## src/rtl/idex_hazard_stage_pkg.sv

```systemverilog
// Shared types and widths for the ID/EX pipeline stage.
package riscv_pipe_pkg;

  localparam int unsigned XLEN       = 32;
  localparam int unsigned REG_ADDR_W = 5;
  localparam int unsigned ALUOP_W    = 4;
  localparam int unsigned CNT_W      = 32;

  typedef enum logic [ALUOP_W-1:0] {
    ALU_ADD  = 4'd0,
    ALU_SUB  = 4'd1,
    ALU_AND  = 4'd2,
    ALU_OR   = 4'd3,
    ALU_XOR  = 4'd4,
    ALU_SLL  = 4'd5,
    ALU_SRL  = 4'd6,
    ALU_SRA  = 4'd7,
    ALU_SLT  = 4'd8,
    ALU_SLTU = 4'd9
  } alu_op_e;

  typedef struct packed {
    logic    regWrite;
    logic    memRead;
    logic    memWrite;
    logic    memToReg;
    logic    aluSrc;
    logic    branch;
    alu_op_e aluOp;
  } idex_ctrl_t;

  localparam idex_ctrl_t IDEX_CTRL_NOP = '{
    regWrite: 1'b0, memRead: 1'b0, memWrite: 1'b0, memToReg: 1'b0,
    aluSrc: 1'b0, branch: 1'b0, aluOp: ALU_ADD
  };

  // x0 is hardwired to zero, so a write to it never creates a dependency
  function automatic logic is_x0(input logic [REG_ADDR_W-1:0] addr);
    return addr == REG_ADDR_W'(0);
  endfunction

endpackage

```

## src/rtl/idex_hazard_stage_if.sv

```systemverilog
// Decode-to-execute bus: ID-side inputs, EX-side registered outputs, stall strobes, counters.
interface idex_hazard_stage_if;
  import riscv_pipe_pkg::*;

  logic                  valid_ID;
  logic [REG_ADDR_W-1:0] readReg1_ID;
  logic                  usesRs1_ID;
  logic [REG_ADDR_W-1:0] readReg2_ID;
  logic                  usesRs2_ID;
  logic [REG_ADDR_W-1:0] writeReg_ID;
  idex_ctrl_t            ctrl_ID;
  logic [XLEN-1:0]       rd1_ID;
  logic [XLEN-1:0]       rd2_ID;
  logic [XLEN-1:0]       imm_ID;
  logic [XLEN-1:0]       pc_ID;
  logic                  flush_EX;
  logic                  hold;

  logic                  valid_EX;
  logic [REG_ADDR_W-1:0] readReg1_EX;
  logic [REG_ADDR_W-1:0] readReg2_EX;
  logic [REG_ADDR_W-1:0] writeReg_EX;
  idex_ctrl_t            ctrl_EX;
  logic [XLEN-1:0]       rd1_EX;
  logic [XLEN-1:0]       rd2_EX;
  logic [XLEN-1:0]       imm_EX;
  logic [XLEN-1:0]       pc_EX;
  logic                  pcWrite;
  logic                  ifidWrite;
  logic [CNT_W-1:0]      stallCount;
  logic [CNT_W-1:0]      flushCount;

  modport master (
    output valid_ID, readReg1_ID, usesRs1_ID, readReg2_ID, usesRs2_ID, writeReg_ID,
           ctrl_ID, rd1_ID, rd2_ID, imm_ID, pc_ID, flush_EX, hold,
    input  valid_EX, readReg1_EX, readReg2_EX, writeReg_EX, ctrl_EX,
           rd1_EX, rd2_EX, imm_EX, pc_EX, pcWrite, ifidWrite, stallCount, flushCount
  );

  modport slave (
    input  valid_ID, readReg1_ID, usesRs1_ID, readReg2_ID, usesRs2_ID, writeReg_ID,
           ctrl_ID, rd1_ID, rd2_ID, imm_ID, pc_ID, flush_EX, hold,
    output valid_EX, readReg1_EX, readReg2_EX, writeReg_EX, ctrl_EX,
           rd1_EX, rd2_EX, imm_EX, pc_EX, pcWrite, ifidWrite, stallCount, flushCount
  );

endinterface

```

## src/rtl/idex_hazard_stage_load_use_detect.sv

```systemverilog
// Load-use detector: a load in EX whose destination is read by the instruction in ID.
module load_use_detect
  import riscv_pipe_pkg::*;
(
  input  logic                  valid_ex,
  input  logic                  mem_read_ex,
  input  logic [REG_ADDR_W-1:0] write_reg_ex,
  input  logic                  valid_id,
  input  logic [REG_ADDR_W-1:0] read_reg1_id,
  input  logic                  uses_rs1_id,
  input  logic [REG_ADDR_W-1:0] read_reg2_id,
  input  logic                  uses_rs2_id,
  output logic                  load_use_c
);

  // Only operands that are actually read can create a dependency
  always_comb begin
    load_use_c = 1'b0;
    if (valid_ex && mem_read_ex && !is_x0(write_reg_ex) && valid_id) begin
      load_use_c = (uses_rs1_id && (read_reg1_id == write_reg_ex)) ||
                   (uses_rs2_id && (read_reg2_id == write_reg_ex));
    end
  end

endmodule

```

## src/rtl/idex_hazard_stage.sv

```systemverilog
// ID/EX pipeline register with load-use bubble insertion, branch flush and global hold.
// Optional build macro IDEX_PERF_CNT_EN adds stall/flush performance counters.
module idex_hazard_stage
  import riscv_pipe_pkg::*;
(
  input  logic           clk,
  input  logic           reset,
  idex_hazard_stage_if.slave bus
);

  logic                  load_use_c;
  logic                  stall_c;
  logic                  bubble_c;

  logic                  valid_q;
  logic [REG_ADDR_W-1:0] rs1_q;
  logic [REG_ADDR_W-1:0] rs2_q;
  logic [REG_ADDR_W-1:0] rd_q;
  idex_ctrl_t            ctrl_q;
  logic [XLEN-1:0]       rd1_q;
  logic [XLEN-1:0]       rd2_q;
  logic [XLEN-1:0]       imm_q;
  logic [XLEN-1:0]       pc_q;

  load_use_detect u_load_use_detect (
    .valid_ex     (valid_q),
    .mem_read_ex  (ctrl_q.memRead),
    .write_reg_ex (rd_q),
    .valid_id     (bus.valid_ID),
    .read_reg1_id (bus.readReg1_ID),
    .uses_rs1_id  (bus.usesRs1_ID),
    .read_reg2_id (bus.readReg2_ID),
    .uses_rs2_id  (bus.usesRs2_ID),
    .load_use_c   (load_use_c)
  );

  // Flush wins over hold and hazard: the redirect must proceed, so no stall then
  always_comb begin
    stall_c  = 1'b0;
    bubble_c = 1'b0;
    if (!bus.flush_EX) begin
      stall_c  = bus.hold || load_use_c;
      bubble_c = !bus.hold && load_use_c;
    end
  end

  assign bus.pcWrite   = ~stall_c;
  assign bus.ifidWrite = ~stall_c;

  // Pipeline register: flush/bubble clear it, hold freezes it, otherwise ID advances
  always_ff @(posedge clk) begin
    if (reset || bus.flush_EX || bubble_c) begin
      valid_q <= 1'b0;
      rs1_q   <= '0;
      rs2_q   <= '0;
      rd_q    <= '0;
      ctrl_q  <= IDEX_CTRL_NOP;
      rd1_q   <= '0;
      rd2_q   <= '0;
      imm_q   <= '0;
      pc_q    <= '0;
    end else if (!bus.hold) begin
      valid_q <= bus.valid_ID;
      rs1_q   <= bus.readReg1_ID;
      rs2_q   <= bus.readReg2_ID;
      rd_q    <= bus.writeReg_ID;
      ctrl_q  <= bus.valid_ID ? bus.ctrl_ID : IDEX_CTRL_NOP;
      rd1_q   <= bus.rd1_ID;
      rd2_q   <= bus.rd2_ID;
      imm_q   <= bus.imm_ID;
      pc_q    <= bus.pc_ID;
    end
  end

  assign bus.valid_EX    = valid_q;
  assign bus.readReg1_EX = rs1_q;
  assign bus.readReg2_EX = rs2_q;
  assign bus.writeReg_EX = rd_q;
  assign bus.ctrl_EX     = ctrl_q;
  assign bus.rd1_EX      = rd1_q;
  assign bus.rd2_EX      = rd2_q;
  assign bus.imm_EX      = imm_q;
  assign bus.pc_EX       = pc_q;

`ifdef IDEX_PERF_CNT_EN
  logic [CNT_W-1:0] stall_cnt_q;
  logic [CNT_W-1:0] flush_cnt_q;

  // Bubbles are counted only when actually inserted; flushes count even under hold
  always_ff @(posedge clk) begin
    if (reset) begin
      stall_cnt_q <= '0;
      flush_cnt_q <= '0;
    end else begin
      if (bubble_c) begin
        stall_cnt_q <= stall_cnt_q + CNT_W'(1);
      end
      if (bus.flush_EX) begin
        flush_cnt_q <= flush_cnt_q + CNT_W'(1);
      end
    end
  end

  assign bus.stallCount = stall_cnt_q;
  assign bus.flushCount = flush_cnt_q;
`else
  assign bus.stallCount = '0;
  assign bus.flushCount = '0;
`endif

endmodule

```

## src/flat_wrapper.sv

```systemverilog
// flat-port wrapper written by rule: the top's interface ports become plain ports
module idex_hazard_stage_flat import riscv_pipe_pkg::*;
  (clk, reset, bus_valid_ID, bus_readReg1_ID, bus_usesRs1_ID, bus_readReg2_ID, bus_usesRs2_ID, bus_writeReg_ID, bus_ctrl_ID, bus_rd1_ID, bus_rd2_ID, bus_imm_ID, bus_pc_ID, bus_flush_EX, bus_hold, bus_valid_EX, bus_readReg1_EX, bus_readReg2_EX, bus_writeReg_EX, bus_ctrl_EX, bus_rd1_EX, bus_rd2_EX, bus_imm_EX, bus_pc_EX, bus_pcWrite, bus_ifidWrite, bus_stallCount, bus_flushCount);
  idex_hazard_stage_if bus_i ();
  input  logic clk;
  input  logic reset;
  input wire logic [$bits(bus_i.valid_ID)-1:0] bus_valid_ID;
  input wire logic [$bits(bus_i.readReg1_ID)-1:0] bus_readReg1_ID;
  input wire logic [$bits(bus_i.usesRs1_ID)-1:0] bus_usesRs1_ID;
  input wire logic [$bits(bus_i.readReg2_ID)-1:0] bus_readReg2_ID;
  input wire logic [$bits(bus_i.usesRs2_ID)-1:0] bus_usesRs2_ID;
  input wire logic [$bits(bus_i.writeReg_ID)-1:0] bus_writeReg_ID;
  input wire logic [$bits(bus_i.ctrl_ID)-1:0] bus_ctrl_ID;
  input wire logic [$bits(bus_i.rd1_ID)-1:0] bus_rd1_ID;
  input wire logic [$bits(bus_i.rd2_ID)-1:0] bus_rd2_ID;
  input wire logic [$bits(bus_i.imm_ID)-1:0] bus_imm_ID;
  input wire logic [$bits(bus_i.pc_ID)-1:0] bus_pc_ID;
  input wire logic [$bits(bus_i.flush_EX)-1:0] bus_flush_EX;
  input wire logic [$bits(bus_i.hold)-1:0] bus_hold;
  output wire logic [$bits(bus_i.valid_EX)-1:0] bus_valid_EX;
  output wire logic [$bits(bus_i.readReg1_EX)-1:0] bus_readReg1_EX;
  output wire logic [$bits(bus_i.readReg2_EX)-1:0] bus_readReg2_EX;
  output wire logic [$bits(bus_i.writeReg_EX)-1:0] bus_writeReg_EX;
  output wire logic [$bits(bus_i.ctrl_EX)-1:0] bus_ctrl_EX;
  output wire logic [$bits(bus_i.rd1_EX)-1:0] bus_rd1_EX;
  output wire logic [$bits(bus_i.rd2_EX)-1:0] bus_rd2_EX;
  output wire logic [$bits(bus_i.imm_EX)-1:0] bus_imm_EX;
  output wire logic [$bits(bus_i.pc_EX)-1:0] bus_pc_EX;
  output wire logic [$bits(bus_i.pcWrite)-1:0] bus_pcWrite;
  output wire logic [$bits(bus_i.ifidWrite)-1:0] bus_ifidWrite;
  output wire logic [$bits(bus_i.stallCount)-1:0] bus_stallCount;
  output wire logic [$bits(bus_i.flushCount)-1:0] bus_flushCount;
  assign bus_i.valid_ID = bus_valid_ID;
  assign bus_i.readReg1_ID = bus_readReg1_ID;
  assign bus_i.usesRs1_ID = bus_usesRs1_ID;
  assign bus_i.readReg2_ID = bus_readReg2_ID;
  assign bus_i.usesRs2_ID = bus_usesRs2_ID;
  assign bus_i.writeReg_ID = bus_writeReg_ID;
  assign bus_i.ctrl_ID = bus_ctrl_ID;
  assign bus_i.rd1_ID = bus_rd1_ID;
  assign bus_i.rd2_ID = bus_rd2_ID;
  assign bus_i.imm_ID = bus_imm_ID;
  assign bus_i.pc_ID = bus_pc_ID;
  assign bus_i.flush_EX = bus_flush_EX;
  assign bus_i.hold = bus_hold;
  assign bus_valid_EX = bus_i.valid_EX;
  assign bus_readReg1_EX = bus_i.readReg1_EX;
  assign bus_readReg2_EX = bus_i.readReg2_EX;
  assign bus_writeReg_EX = bus_i.writeReg_EX;
  assign bus_ctrl_EX = bus_i.ctrl_EX;
  assign bus_rd1_EX = bus_i.rd1_EX;
  assign bus_rd2_EX = bus_i.rd2_EX;
  assign bus_imm_EX = bus_i.imm_EX;
  assign bus_pc_EX = bus_i.pc_EX;
  assign bus_pcWrite = bus_i.pcWrite;
  assign bus_ifidWrite = bus_i.ifidWrite;
  assign bus_stallCount = bus_i.stallCount;
  assign bus_flushCount = bus_i.flushCount;
  idex_hazard_stage u_core (.clk(clk), .reset(reset), .bus(bus_i));
endmodule
```

## config.mk

```make
export PLATFORM = sky130hd
export DESIGN_NAME = idex_hazard_stage_flat
export DESIGN_NICKNAME = d
export VERILOG_FILES = /design/src/rtl/idex_hazard_stage_pkg.sv /design/src/rtl/idex_hazard_stage_if.sv /design/src/rtl/idex_hazard_stage_load_use_detect.sv /design/src/rtl/idex_hazard_stage.sv /design/src/flat_wrapper.sv
export SDC_FILE = /design/constraint.sdc
export NUM_CORES = 1
export LEC_CHECK = 0
export CAP_MARGIN = 40
export CORE_AREA = 2 2 147 149
export CTS_BUF_LIST = sky130_fd_sc_hd__clkbuf_4 sky130_fd_sc_hd__clkbuf_8
export DETAILED_ROUTE_END_ITERATION = 6
export DIE_AREA = 0 0 149 151
export HOLD_SLACK_MARGIN = 0.1
export PLACE_DENSITY = 0.75
export SKIP_LAST_GASP = 1
export SLEW_MARGIN = 20
export SYNTH_ARGS = -nofsm -noshare
export SYNTH_HDL_FRONTEND = slang
export SYNTH_SLANG_ARGS = --single-unit
```

## constraint.sdc

```tcl
create_clock -name clk -period 6 [get_ports clk]
set_input_delay 0.9 -clock clk [delete_from_list [all_inputs] [get_ports clk]]
set_output_delay 0.9 -clock clk [all_outputs]
set_load 0.02 [all_outputs]
```

Word-level counts from Yosys, hierarchy flattened

Cells that the tools add are included.

Reduce and logical (&&, ||, !) cells: 13
Bitwise gates (word level): 1
Equality and inequality tests: 2
Muxes and demuxes: 4

Operator list:

| operator            | number |
|---|---|
| equality test 5 bit | 2 |
| two-way mux 10 bit  | 1 |
| logical AND 1 bit   | 6 |
| zero test 5 bit     | 1 |
| logical OR 1 bit    | 4 |
| two-way mux 1 bit   | 3 |
| zero test 1 bit     | 2 |
| inverter 1 bit      | 1 |

Bits in registers: 154
Output and inout bits: 220
Logic and storage cells: 35
Bits of input ports: 160

Depth between registers and ports, before layout

Gate-level depths: netlist of the first run.

Depth in word-level cells: 8
Gate-level depth with buffers: 7
Depth with buffers taken out: 4

Hierarchy

A second synthesis of the first run with hierarchy kept.

Cells, all modules: 612
Area total of the unflattened synthesis: 6,734.0 sq um

Modules (own cells, without submodules):

| module            | seq. area each (sq um) | area an instance (sq um) | instances | cells an instance |
|---|---|---|---|---|
| idex_hazard_stage | 3,083.0                | 6,602.6                  | 1         | 595 |
| load_use_detect   | 0.0                    | 131.4                    | 1         | 17 |

Least setup slack after synthesis of the first run

Ideal clock, no wire load.

Path kind: input to output
Start point: input bus_readReg2_ID[0]
End point: output bus_pcWrite
Cell stages on the path: 7
Buffers on the path: 3
Slack: 2,874 ps
Data required time: 5,100 ps
Arrival: 2,226 ps
Cell sequence: xnor2_1 -> nand4_1 -> o22ai_1 -> clkbuf_1 -> clkbuf_1 -> a21oi_1 -> buf_4

Longest elaborated chain between the ends: 7

Ends and longest elaborated chain:

| what                | RTL line                                | text |
|---|---|---|
| start, declared     | flat_wrapper.sv:10                      | `input wire logic [$bits(bus_i.readReg2_ID)-1:0] bus_readReg2_ID;` |
| equality test 5 bit | idex_hazard_stage_load_use_detect.sv:21 | `(uses_rs2_id && (read_reg2_id == write_reg_ex));` |
| logical AND 1 bit   | idex_hazard_stage_load_use_detect.sv:21 |  |
| logical OR 1 bit    | idex_hazard_stage_load_use_detect.sv:20 | `load_use_c = (uses_rs1_id && (read_reg1_id == write_reg_ex)) \|\|` |
| two-way mux 1 bit   | idex_hazard_stage_load_use_detect.sv:19 | `if (valid_ex && mem_read_ex && !is_x0(write_reg_ex) && valid_id) begin` |
| logical OR 1 bit    | idex_hazard_stage.sv:42                 | `stall_c = bus.hold \|\| load_use_c;` |
| two-way mux 1 bit   | idex_hazard_stage.sv:41                 | `if (!bus.flush_EX) begin` |
| inverter 1 bit      | --                                      |  |
| end, declared       | flat_wrapper.sv:29                      | `output wire logic [$bits(bus_i.pcWrite)-1:0] bus_pcWrite;` |

Every way passes these cells.

Final worst setup path of the first run

Start point: input bus_valid_ID
End point: output bus_ifidWrite

Longest elaborated chain between the ends: 5

Ends and longest elaborated chain:

| what              | RTL line                                | text |
|---|---|---|
| start, declared   | flat_wrapper.sv:7                       | `input wire logic [$bits(bus_i.valid_ID)-1:0] bus_valid_ID;` |
| logical AND 1 bit | idex_hazard_stage_load_use_detect.sv:19 |  |
| two-way mux 1 bit | idex_hazard_stage_load_use_detect.sv:19 |  |
| logical OR 1 bit  | idex_hazard_stage.sv:42                 |  |
| two-way mux 1 bit | idex_hazard_stage.sv:41                 |  |
| inverter 1 bit    | idex_hazard_stage.sv:48                 | `assign bus.ifidWrite = ~stall_c;` |
| end, declared     | flat_wrapper.sv:30                      | `output wire logic [$bits(bus_i.ifidWrite)-1:0] bus_ifidWrite;` |

Every way passes these cells.

==> key figures, run 1 <==
Global routing
  – Largest net degree at the start of global routing: 244
  – Vias in the first global route: 6191
  – Total GRT Usage: 0.180
  – First-pass GRT wire length: 32800 µm
  – Routing usage on met3: 0.0717
  – Initial antenna violation count: 0
  – Met1 Use GR: 0.221
  – GRT overflow: 0
  – Grt met2 use: 0.289
  – Most used routing layer: met2

Floorplanning
  – Die area: 0.0225 mm²
  – DIE HEIGHT: 151 µm
  – Num ports: 380
  – Cell Rows: 53
  – Initial core utilization: 0.335
  – DIE WIDTH: 149 µm
  – Core footprint: 0.0208 mm²

STA
  – Worst rel slew slack: 0.283
  – Final worst slack: 2.11 ns
  – Final setup viols: 0
  – Worst-Margin Slew: 1.08 ns
  – RSZ-0062 raised after global routing: no
  – Fin Setup TNS: 0 ns
  – Final clock period utilization by the worst path: 0.648
  – Max-slew violations: 0
  – Fmax: 257 MHz
  – Final hold viol count: 0
  – Final min period: 3.89 ns
  – Worst Skew: 0.0172 ns

Setup path
  – CP cell instances: clkdlybuf4s50_1 > o2111ai_4 > nor2_1 > a21oi_1 > clkdlybuf4s50_1
  – WP data required: 5.10 ns
  – Worst Setup SP: bus_valid_ID
  – WP data arrival: 2.99 ns
  – Worst R2R Start: u_core.bus.writeReg_EX[0]
  – CP max stage delay: 0.82 ns
  – Crit path max fanout: 23
  – Crit. End Element: primary output
  – Critical Path Source Type: primary input
  – CP Class: primary input to primary output
  – Most frequent CP cell: clkdlybuf4s50_1
  – CP max stage cell: clkdlybuf4s50_1

Placed design
  – Area post-placement: 0.00991 mm²
  – Worst slack, placed: 2.11 ns
  – DP HPWL: 13900 µm
  – Routability cong.: 0.777
  – I/O Buffers: 315

Clock tree
  – Clock latency on the worst-skew pair: 0.45 ns
  – Clock Path Buffers: 2
  – Post_cts resized: 0
  – Clk sinks: 154
  – Cts hold-fix bufs: 0
  – Clock transition at the registers of the reported paths: 0.09 ns
  – Number of CTS-inserted buffers: 17
  – Post-CTS Setup Inserts: 0
  – Total number of H-tree levels: 4
  – Root Driver: clkbuf_8
  – TritonCTS clock tree: yes

Run
  – # Max-Cap Violations: 0

Pwr
  – Leak pwr: 3.52 nW
  – Overall Power: 2.47 mW
  – Power Density: 239 mW/mm²
  – Maximum VDD drop: 0.115 mV

Synthesis
  – Avg Cell Area, Syn: 8.69 µm²
  – Synth Cell Area: 0.00697 mm²
  – Sequential-to-total area share from yosys stat: 0.443
  – Unique masters post-synth: 24
  – #FFs+latches synth: 154
  – Synth warn: 0
  – Cells after Synth: 802

Detailed routing
  – Total number of vias: 6853
  – Routed WL: 21400 µm
  – First-pass DRT Iterations: 5
  – Via density: 5.10
  – ANT nets after route: 0
  – DRC Markers: 0
  – Initial drt markers: 350
  – DR WL/cell: 15.9 µm

Layout
  – Final-stage net count: 1216
  – Commonest cells after routing, fill and taps aside: clkdlybuf4s50_1 (315), o21ai_0 (154), dfxtp_1 (154)
  – Antenna diode count: 0
  – Final Instance Area: 0.0103 mm²
  – Most common cell after layout, fill and taps aside: clkdlybuf4s50_1
  – Area growth, synth to finish: 48.4%
  – Filler cell count: 1960
  – Ratio of cells with drive above 1 in the final layout: 0.0430

Run status
  – Status: complete, no violations

Hold path
  – HP Start: u_core.bus.rd1_EX[19]
  – Tightest Hold Check Type: flop to flop
path summary, 6_finish.rpt:
kind / to / slack (ns) / depth (start not counted)
min: u_core.bus.rd1_EX[19] / 0.47 / 2
max reg2reg: u_core.bus.rd2_EX[29] / 2.96 / 7
min reg2reg: u_core.bus.rd1_EX[19] / 0.47 / 2
max: bus_ifidWrite / 2.11 / 5
metrics by stage:
step / util / hold slack, ns / instances
after CTS: 0.496 / 0.474 / 1344
after global placement: 0.473 / 0.445 / 1310
final: 0.496 / 0.473 / 1344
after global routing: 0.496 / 0.499 / 1344
after floorplan: - / 0.506 / 865
after detailed placement: 0.476 / 0.452 / 1312
synth_stat cells (all sizes together):
| cell | n | share of area |
|---|---|---|
| clkbuf | 54 | 0.031 |
| and3 | 10 | 0.0090 |
| nand3 | 10 | 0.0072 |
| nor3 | 1 | 0.00072 |
| or4 | 1 | 0.0011 |
| nand2 | 146 | 0.079 |
| conb | 1 | 0.00054 |
| o21ai | 154 | 0.11 |
| o22ai | 1 | 0.00090 |
| nor2b | 1 | 0.00090 |
| a32oi | 144 | 0.18 |
| a21oi | 1 | 0.00072 |
| o2111ai | 1 | 0.0022 |
| buf | 99 | 0.11 |
| xnor2 | 10 | 0.013 |
| a22oi | 10 | 0.011 |
| nor3b | 1 | 0.0011 |
| nand4 | 2 | 0.0018 |
| dfxtp | 154 | 0.44 |
| nor2 | 1 | 0.00054 |
sequential cells by signal, indices dropped and copies added, names as in the netlist:
register                flops
u_core.bus.readReg1_EX      5
u_core.bus.ctrl_EX         10
u_core.bus.writeReg_EX      5
u_core.bus.valid_EX         1
u_core.bus.readReg2_EX      5
u_core.bus.rd1_EX          32
u_core.bus.rd2_EX          32
u_core.bus.pc_EX           32
u_core.bus.imm_EX          32
worst max-delay path: cells and delay by family:
kind	cells	cell delay, ns
AO/OA/AOI/OAI	2	0.55
buffers and inverters	2	1.49
AND/OR/NAND/NOR	1	0.06
cell families after synthesis:
kind of cell              share of synthesized area
other                                      0.000538
xor gates and xnor gates                     0.0126
DFF                                           0.443
buffers and inverters                         0.137
AOI/OAI and AO/OA                             0.306
and+or+nand+nor                               0.101
power breakdown:
| group | switching [mW] | internal, mW | total, mW |
|---|---|---|---|
| sequential | 0.0373 | 1.09 | 1.12 |
| clock | 0.437 | 0.417 | 0.854 |
| combinational | 0.253 | 0.241 | 0.493 |
| total | 0.727 | 1.74 | 2.47 |
layout make-up:
type                       instances  area (µm²)  share of cell area
multi-input combinational        558        3200               0.310
tap                              275         344              0.0333
timing repair buffer             325        3280               0.317
clock inverter                    12         154              0.0149
clock buffer                      20         275              0.0266
sequential                       154        3080               0.298
per-layer routing:
metal / vias to the layer above / wire length, µm
li1: 3369 / -
met4: 0 / 352
met5: - / 0
met1: 3168 / 8710
met3: 22 / 2190
met2: 294 / 10200
Power figures use the tool's default switching activity.
==> inputs of run 2 (changes only) <==
--- a/config.mk
+++ b/config.mk
@@ -11,7 +11,7 @@
 export DETAILED_ROUTE_END_ITERATION = 6
 export DIE_AREA = 0 0 149 151
 export HOLD_SLACK_MARGIN = 0.1
-export PLACE_DENSITY = 0.75
+export PLACE_DENSITY = 0.77
 export SKIP_LAST_GASP = 1
 export SLEW_MARGIN = 20
 export SYNTH_ARGS = -nofsm -noshare
==> constraint.sdc (replaced) <==
create_clock -name clk -period 3.38 [get_ports clk]
set_input_delay 0.507 -clock clk [delete_from_list [all_inputs] [get_ports clk]]
set_output_delay 0.507 -clock clk [all_outputs]
set_load 0.02 [all_outputs]
==> key figures, run 2 (synthesis results as in run 1) <==
Run status
  – Status: complete, no violations

Global routing
  – Vias in the first global route: 6084
  – Total GRT Usage: 0.179
  – First-pass GRT wire length: 32600 µm
  – Largest net degree at the start of global routing: 155
  – Initial antenna violation count: 0
  – GRT overflow: 0

STA
  – Final hold viol count: 0
  – Worst-Margin Slew: 0.734 ns
  – Max-slew violations: 0
  – Final min period: 3.17 ns
  – Fmax: 316 MHz
  – Final setup viols: 0
  – Worst rel slew slack: 0.511
  – Fin Setup TNS: 0 ns
  – RSZ-0062 raised after global routing: no
  – Worst Skew: 0.0144 ns
  – Final clock period utilization by the worst path: 0.937

Hold path
  – Hold Path Cell Cnt: 2
  – Worst Hold End: u_core.bus.imm_EX[18]
  – Tightest Hold Check Type: flop to flop
  – HP Start: u_core.bus.imm_EX[18]

Detailed routing
  – Max Used Layer: met4
  – Total number of vias: 6880
  – Metal-1 WL: 9330 µm
  – Initial drt markers: 417
  – WL met2: 9970 µm
  – DRC Markers: 0
  – ANT nets after route: 0
  – Via density: 5.11
  – First-pass DRT Iterations: 5
  – DR WL/cell: 16.0 µm
  – Routed wl met3: 1930 µm
  – Routed WL: 21600 µm

Setup path
  – FF-to-FF End: u_core.bus.rd1_EX[22]
  – CP cell instances: or4_1 > o2111ai_4 > nor2_1 > a21oi_1 > clkdlybuf4s50_1
  – CP max stage cell: clkdlybuf4s50_1
  – CP max stage delay: 0.65 ns
  – Reg2reg path depth: 5
  – Crit path max fanout: 5
  – Critical Path Source Type: flop
  – WP data arrival: 2.66 ns
  – CP Class: flop to primary output
  – Worst reg-to-reg setup slack: 1.04 ns
  – Worst R2R Start: u_core.bus.writeReg_EX[0]
  – WP data required: 2.87 ns
  – Crit. End Element: primary output

Layout
  – Final-stage net count: 1218
  – Most common cell after layout, fill and taps aside: clkdlybuf4s50_1
  – Ratio of cells with drive above 1 in the final layout: 0.0448
  – Area growth, synth to finish: 48.4%
  – Final core occ: 0.496
  – Commonest cells after routing, fill and taps aside: clkdlybuf4s50_1 (315), o21ai_0 (154), dfxtp_1 (154)
  – Antenna diode count: 0

Pwr
  – Maximum VDD drop: 0.234 mV
  – Power Density: 411 mW/mm²
  – Leak pwr: 3.50 nW

Placed design
  – Routability cong.: 0.763
  – I/O Buffers: 315
  – DP HPWL: 13800 µm

Clock tree
  – Root Driver: clkbuf_8
  – Number of CTS-inserted buffers: 17
  – Cts hold-fix bufs: 0
  – Post-CTS Setup Inserts: 0
  – TritonCTS clock tree: yes
  – Total number of H-tree levels: 4
  – Post_cts resized: 0
  – Clk sinks: 154
  – Clock Path Buffers: 2
  – Clock latency on the worst-skew pair: 0.44 ns
  – Clock transition at the registers of the reported paths: 0.09 ns

Floorplanning
  – DIE HEIGHT: 151 µm
  – Initial core utilization: 0.335
  – Core footprint: 0.0208 mm²
  – Cell Rows: 53
  – Die area: 0.0225 mm²
  – Num ports: 380
  – DIE WIDTH: 149 µm

Run
  – # Max-Cap Violations: 0
run 2: cell count changes in the layout (fill, tap and decap cells not counted), sizes merged:
cell	change
buf	+2
bufinv	-1
clkinvlp	+4
inv	-3
run 2: worst max-delay path, delay by kind of cell (launching register included):
kind	cells	cell delay (ns)
simple gates	2	0.70
compound gates	2	0.50
flops	1	0.37
buf+inv	1	0.65
run 2: how the worst max path moves through the flow:
stage / startpoint / to / slack [ns] / depth (start not counted)
CTS: u_core.bus.writeReg_EX[0] / bus_pcWrite / 0.13 / 5
global route: u_core.bus.writeReg_EX[0] / bus_pcWrite / 0.05 / 5
detailed placement: bus_readReg2_ID[4] / bus_pcWrite / 0.50 / 6
floorplan: u_core.bus.writeReg_EX[0] / bus_pcWrite / 0.71 / 7
global placement: bus_readReg2_ID[4] / bus_pcWrite / 0.49 / 6
finish: u_core.bus.writeReg_EX[0] / bus_ifidWrite / 0.21 / 5
run 2: area by class of cell:
class / count / area (µm²)
Clock buffer: 20 / 263
Timing Repair Buffer: 327 / 3330
Clock inverter: 12 / 116
Multi-Input combinational cell: 558 / 3200
Sequential cell: 154 / 3080
Fill cell: 1974 / 10500
Tap cell: 275 / 344
run 2: through the flow:
step	power [mW]	hold slack, ns	setup slack (ns)	cells	instance area [µm²]
global placement	2.91	0.445	0.490	1314	9960
finish	4.24	0.472	0.213	1346	10300
detailed placement	2.92	0.453	0.502	1314	9960
CTS	4.30	0.477	0.135	1346	10300
global route	4.45	0.497	0.0525	1346	10300
floorplan	2.47	0.506	0.714	865	7200
run 2: where the power goes:
group          leakage (nW)  internal [mW]  switching [mW]
clock                 0.179          0.625           0.743
combinational          2.05          0.433           0.452
sequential             1.27           1.93          0.0648
run 2: layer usage:
layer  global-route usage  vias to the layer above
li1                     -                     3366
met1                0.231                     3189
met2                0.277                      302
met3               0.0648                       23
met4               0.0614                        0
met5                    0                        -
==> inputs of run 3 (changes only) <==
==> constraint.sdc (replaced) <==
create_clock -name clk -period 2.6 [get_ports clk]
set_input_delay 0.39 -clock clk [delete_from_list [all_inputs] [get_ports clk]]
set_output_delay 0.39 -clock clk [all_outputs]
set_load 0.02 [all_outputs]
==> key figures, run 3 (synthesis results as in run 1) <==
Run status
  – Status: complete, no violations

Detailed routing
  – Initial drt markers: 372
  – DRC Markers: 0
  – First-pass DRT Iterations: 5
  – Total number of vias: 7049
  – Via density: 5.19
  – DR WL/cell: 15.9 µm
  – ANT nets after route: 0
  – Routed WL: 21600 µm

Floorplanning
  – Cell Rows: 53
  – Core footprint: 0.0208 mm²
  – DIE WIDTH: 149 µm
  – Num ports: 380
  – Initial core utilization: 0.335
  – DIE HEIGHT: 151 µm
  – Die area: 0.0225 mm²

STA
  – Fin Setup TNS: 0 ns
  – Worst-Margin Slew: 0.745 ns
  – Final min period: 2.44 ns
  – Worst Skew: 0.0167 ns
  – Final hold viol count: 0
  – Final setup viols: 0
  – Worst rel slew slack: 0.503
  – Fmax: 410 MHz
  – RSZ-0062 raised after global routing: no
  – Final clock period utilization by the worst path: 0.938
  – Fin Hold WS: 0.470 ns
  – Max-slew violations: 0

Layout
  – Ratio of cells with drive above 1 in the final layout: 0.0582
  – Area growth, synth to finish: 50.3%
  – Final-stage net count: 1230
  – Antenna diode count: 0
  – Most common cell after layout, fill and taps aside: clkdlybuf4s50_1
  – Filler cell count: 1935
  – Final core occ: 0.503
  – Commonest cells after routing, fill and taps aside: clkdlybuf4s50_1 (313), o21ai_0 (154), dfxtp_1 (154)
  – Non-filler cells, final: 1357

Global routing
  – First-pass GRT wire length: 33100 µm
  – Largest net degree at the start of global routing: 89
  – Initial antenna violation count: 0
  – GRT overflow: 0
  – Total GRT Usage: 0.180
  – Vias in the first global route: 6276

Clock tree
  – Clock Path Buffers: 2
  – TritonCTS clock tree: yes
  – Total number of H-tree levels: 4
  – Clock latency on the worst-skew pair: 0.43 ns
  – Post-CTS Setup Inserts: 0
  – Cts hold-fix bufs: 0
  – Clock transition at the registers of the reported paths: 0.09 ns
  – Number of CTS-inserted buffers: 17
  – Root Driver: clkbuf_8
  – Clk sinks: 154

Setup path
  – WP data arrival: 2.05 ns
  – Crit. End Element: primary output
  – CP max stage cell: or4_4
  – WP data required: 2.21 ns
  – Critical Path Source Type: flop
  – Crit path max fanout: 3
  – CP Class: flop to primary output
  – CP cell instances: or4_4 > o2111ai_4 > nor2_1 > a21oi_2 > clkdlybuf4s15_2
  – CP max stage delay: 0.53 ns

Run
  – # Max-Cap Violations: 0

Pwr
  – Leak pwr: 3.57 nW
  – Overall Power: 5.53 mW
  – Maximum VDD drop: 0.372 mV
  – Power Density: 528 mW/mm²

Placed design
  – I/O Buffers: 315
  – Routability cong.: 0.807
  – Placed cells: 1326
  – DP HPWL: 14400 µm

Hold path
  – Tightest Hold Check Type: flop to flop
## run 3: changes by cell type in the layout (fill, tap and decap cells not counted)
cell             before  now
buf_4                 5   14
buf_12                7    9
clkdlybuf4s50_1     315  313
inv_6                 2    4
a21oi_1               1    0
a21oi_2               0    1
buf_16                0    1
buf_2                 0    1
clkdlybuf4s15_2       0    1
clkinv_2              1    0
clkinv_4              3    2
clkinvlp_4            5    4
or4_1                 1    0
or4_4                 0    1
## run 3: per-stage QoR
step	setup WS [ns]	instance area [µm²]
final	0.162	10500
after global routing	0.0289	10500
after CTS	0.0198	10500
after detailed placement	0.00304	10100
after global placement	-0.000153	10100
after floorplan	0.0507	7200
## run 3: worst paths after layout
kind,start,endpoint,slack [ns],cells past startpoint
max reg2reg,u_core.bus.writeReg_EX[1],u_core.bus.rd2_EX[1],0.48,5
max,u_core.bus.writeReg_EX[1],bus_pcWrite,0.16,5
min reg2reg,u_core.bus.rd2_EX[3],u_core.bus.rd2_EX[3],0.47,2
min,u_core.bus.rd2_EX[3],u_core.bus.rd2_EX[3],0.47,2
## run 3: area by class of cell
class,instances,area (µm²),share of cell area
timing repair buffer,339,3460,0.331
multi-input combinational,558,3210,0.306
sequential,154,3080,0.294
tap,275,344,0.0329
clock buffer,20,263,0.0251
clock inverter,11,113,0.0108
## run 3: power breakdown
group | leakage (nW) | switching [mW] | total (mW) | internal (mW)
clock | 0.180 | 0.957 | 1.77 | 0.815
combinational | 2.13 | 0.594 | 1.17 | 0.579
sequential | 1.27 | 0.0794 | 2.58 | 2.50
total | 3.57 | 1.63 | 5.53 | 3.90
## run 3: repair_timing
item | CTS | global route
endpoints found under the setup margin | 2 | 2
cloned | 0 | 0
hold endpoints to repair | 0 | 0
resized for setup | 7 | 2
## run 3: critical path: cells and delay by family (launching register included)
family          cells  cell delay, ns
simple gates        2            0.61
compound gates      2            0.40
flops               1            0.33
buf+inv             1            0.29
## run 3: per-layer routing
layer | share of wire | vias to the layer above | global-route usage
li1 | - | 3409 | -
met1 | 0.42 | 3313 | 0.230
met2 | 0.47 | 308 | 0.285
met3 | 0.091 | 19 | 0.0681
met4 | 0.015 | 0 | 0.0514
met5 | 0 | - | 0
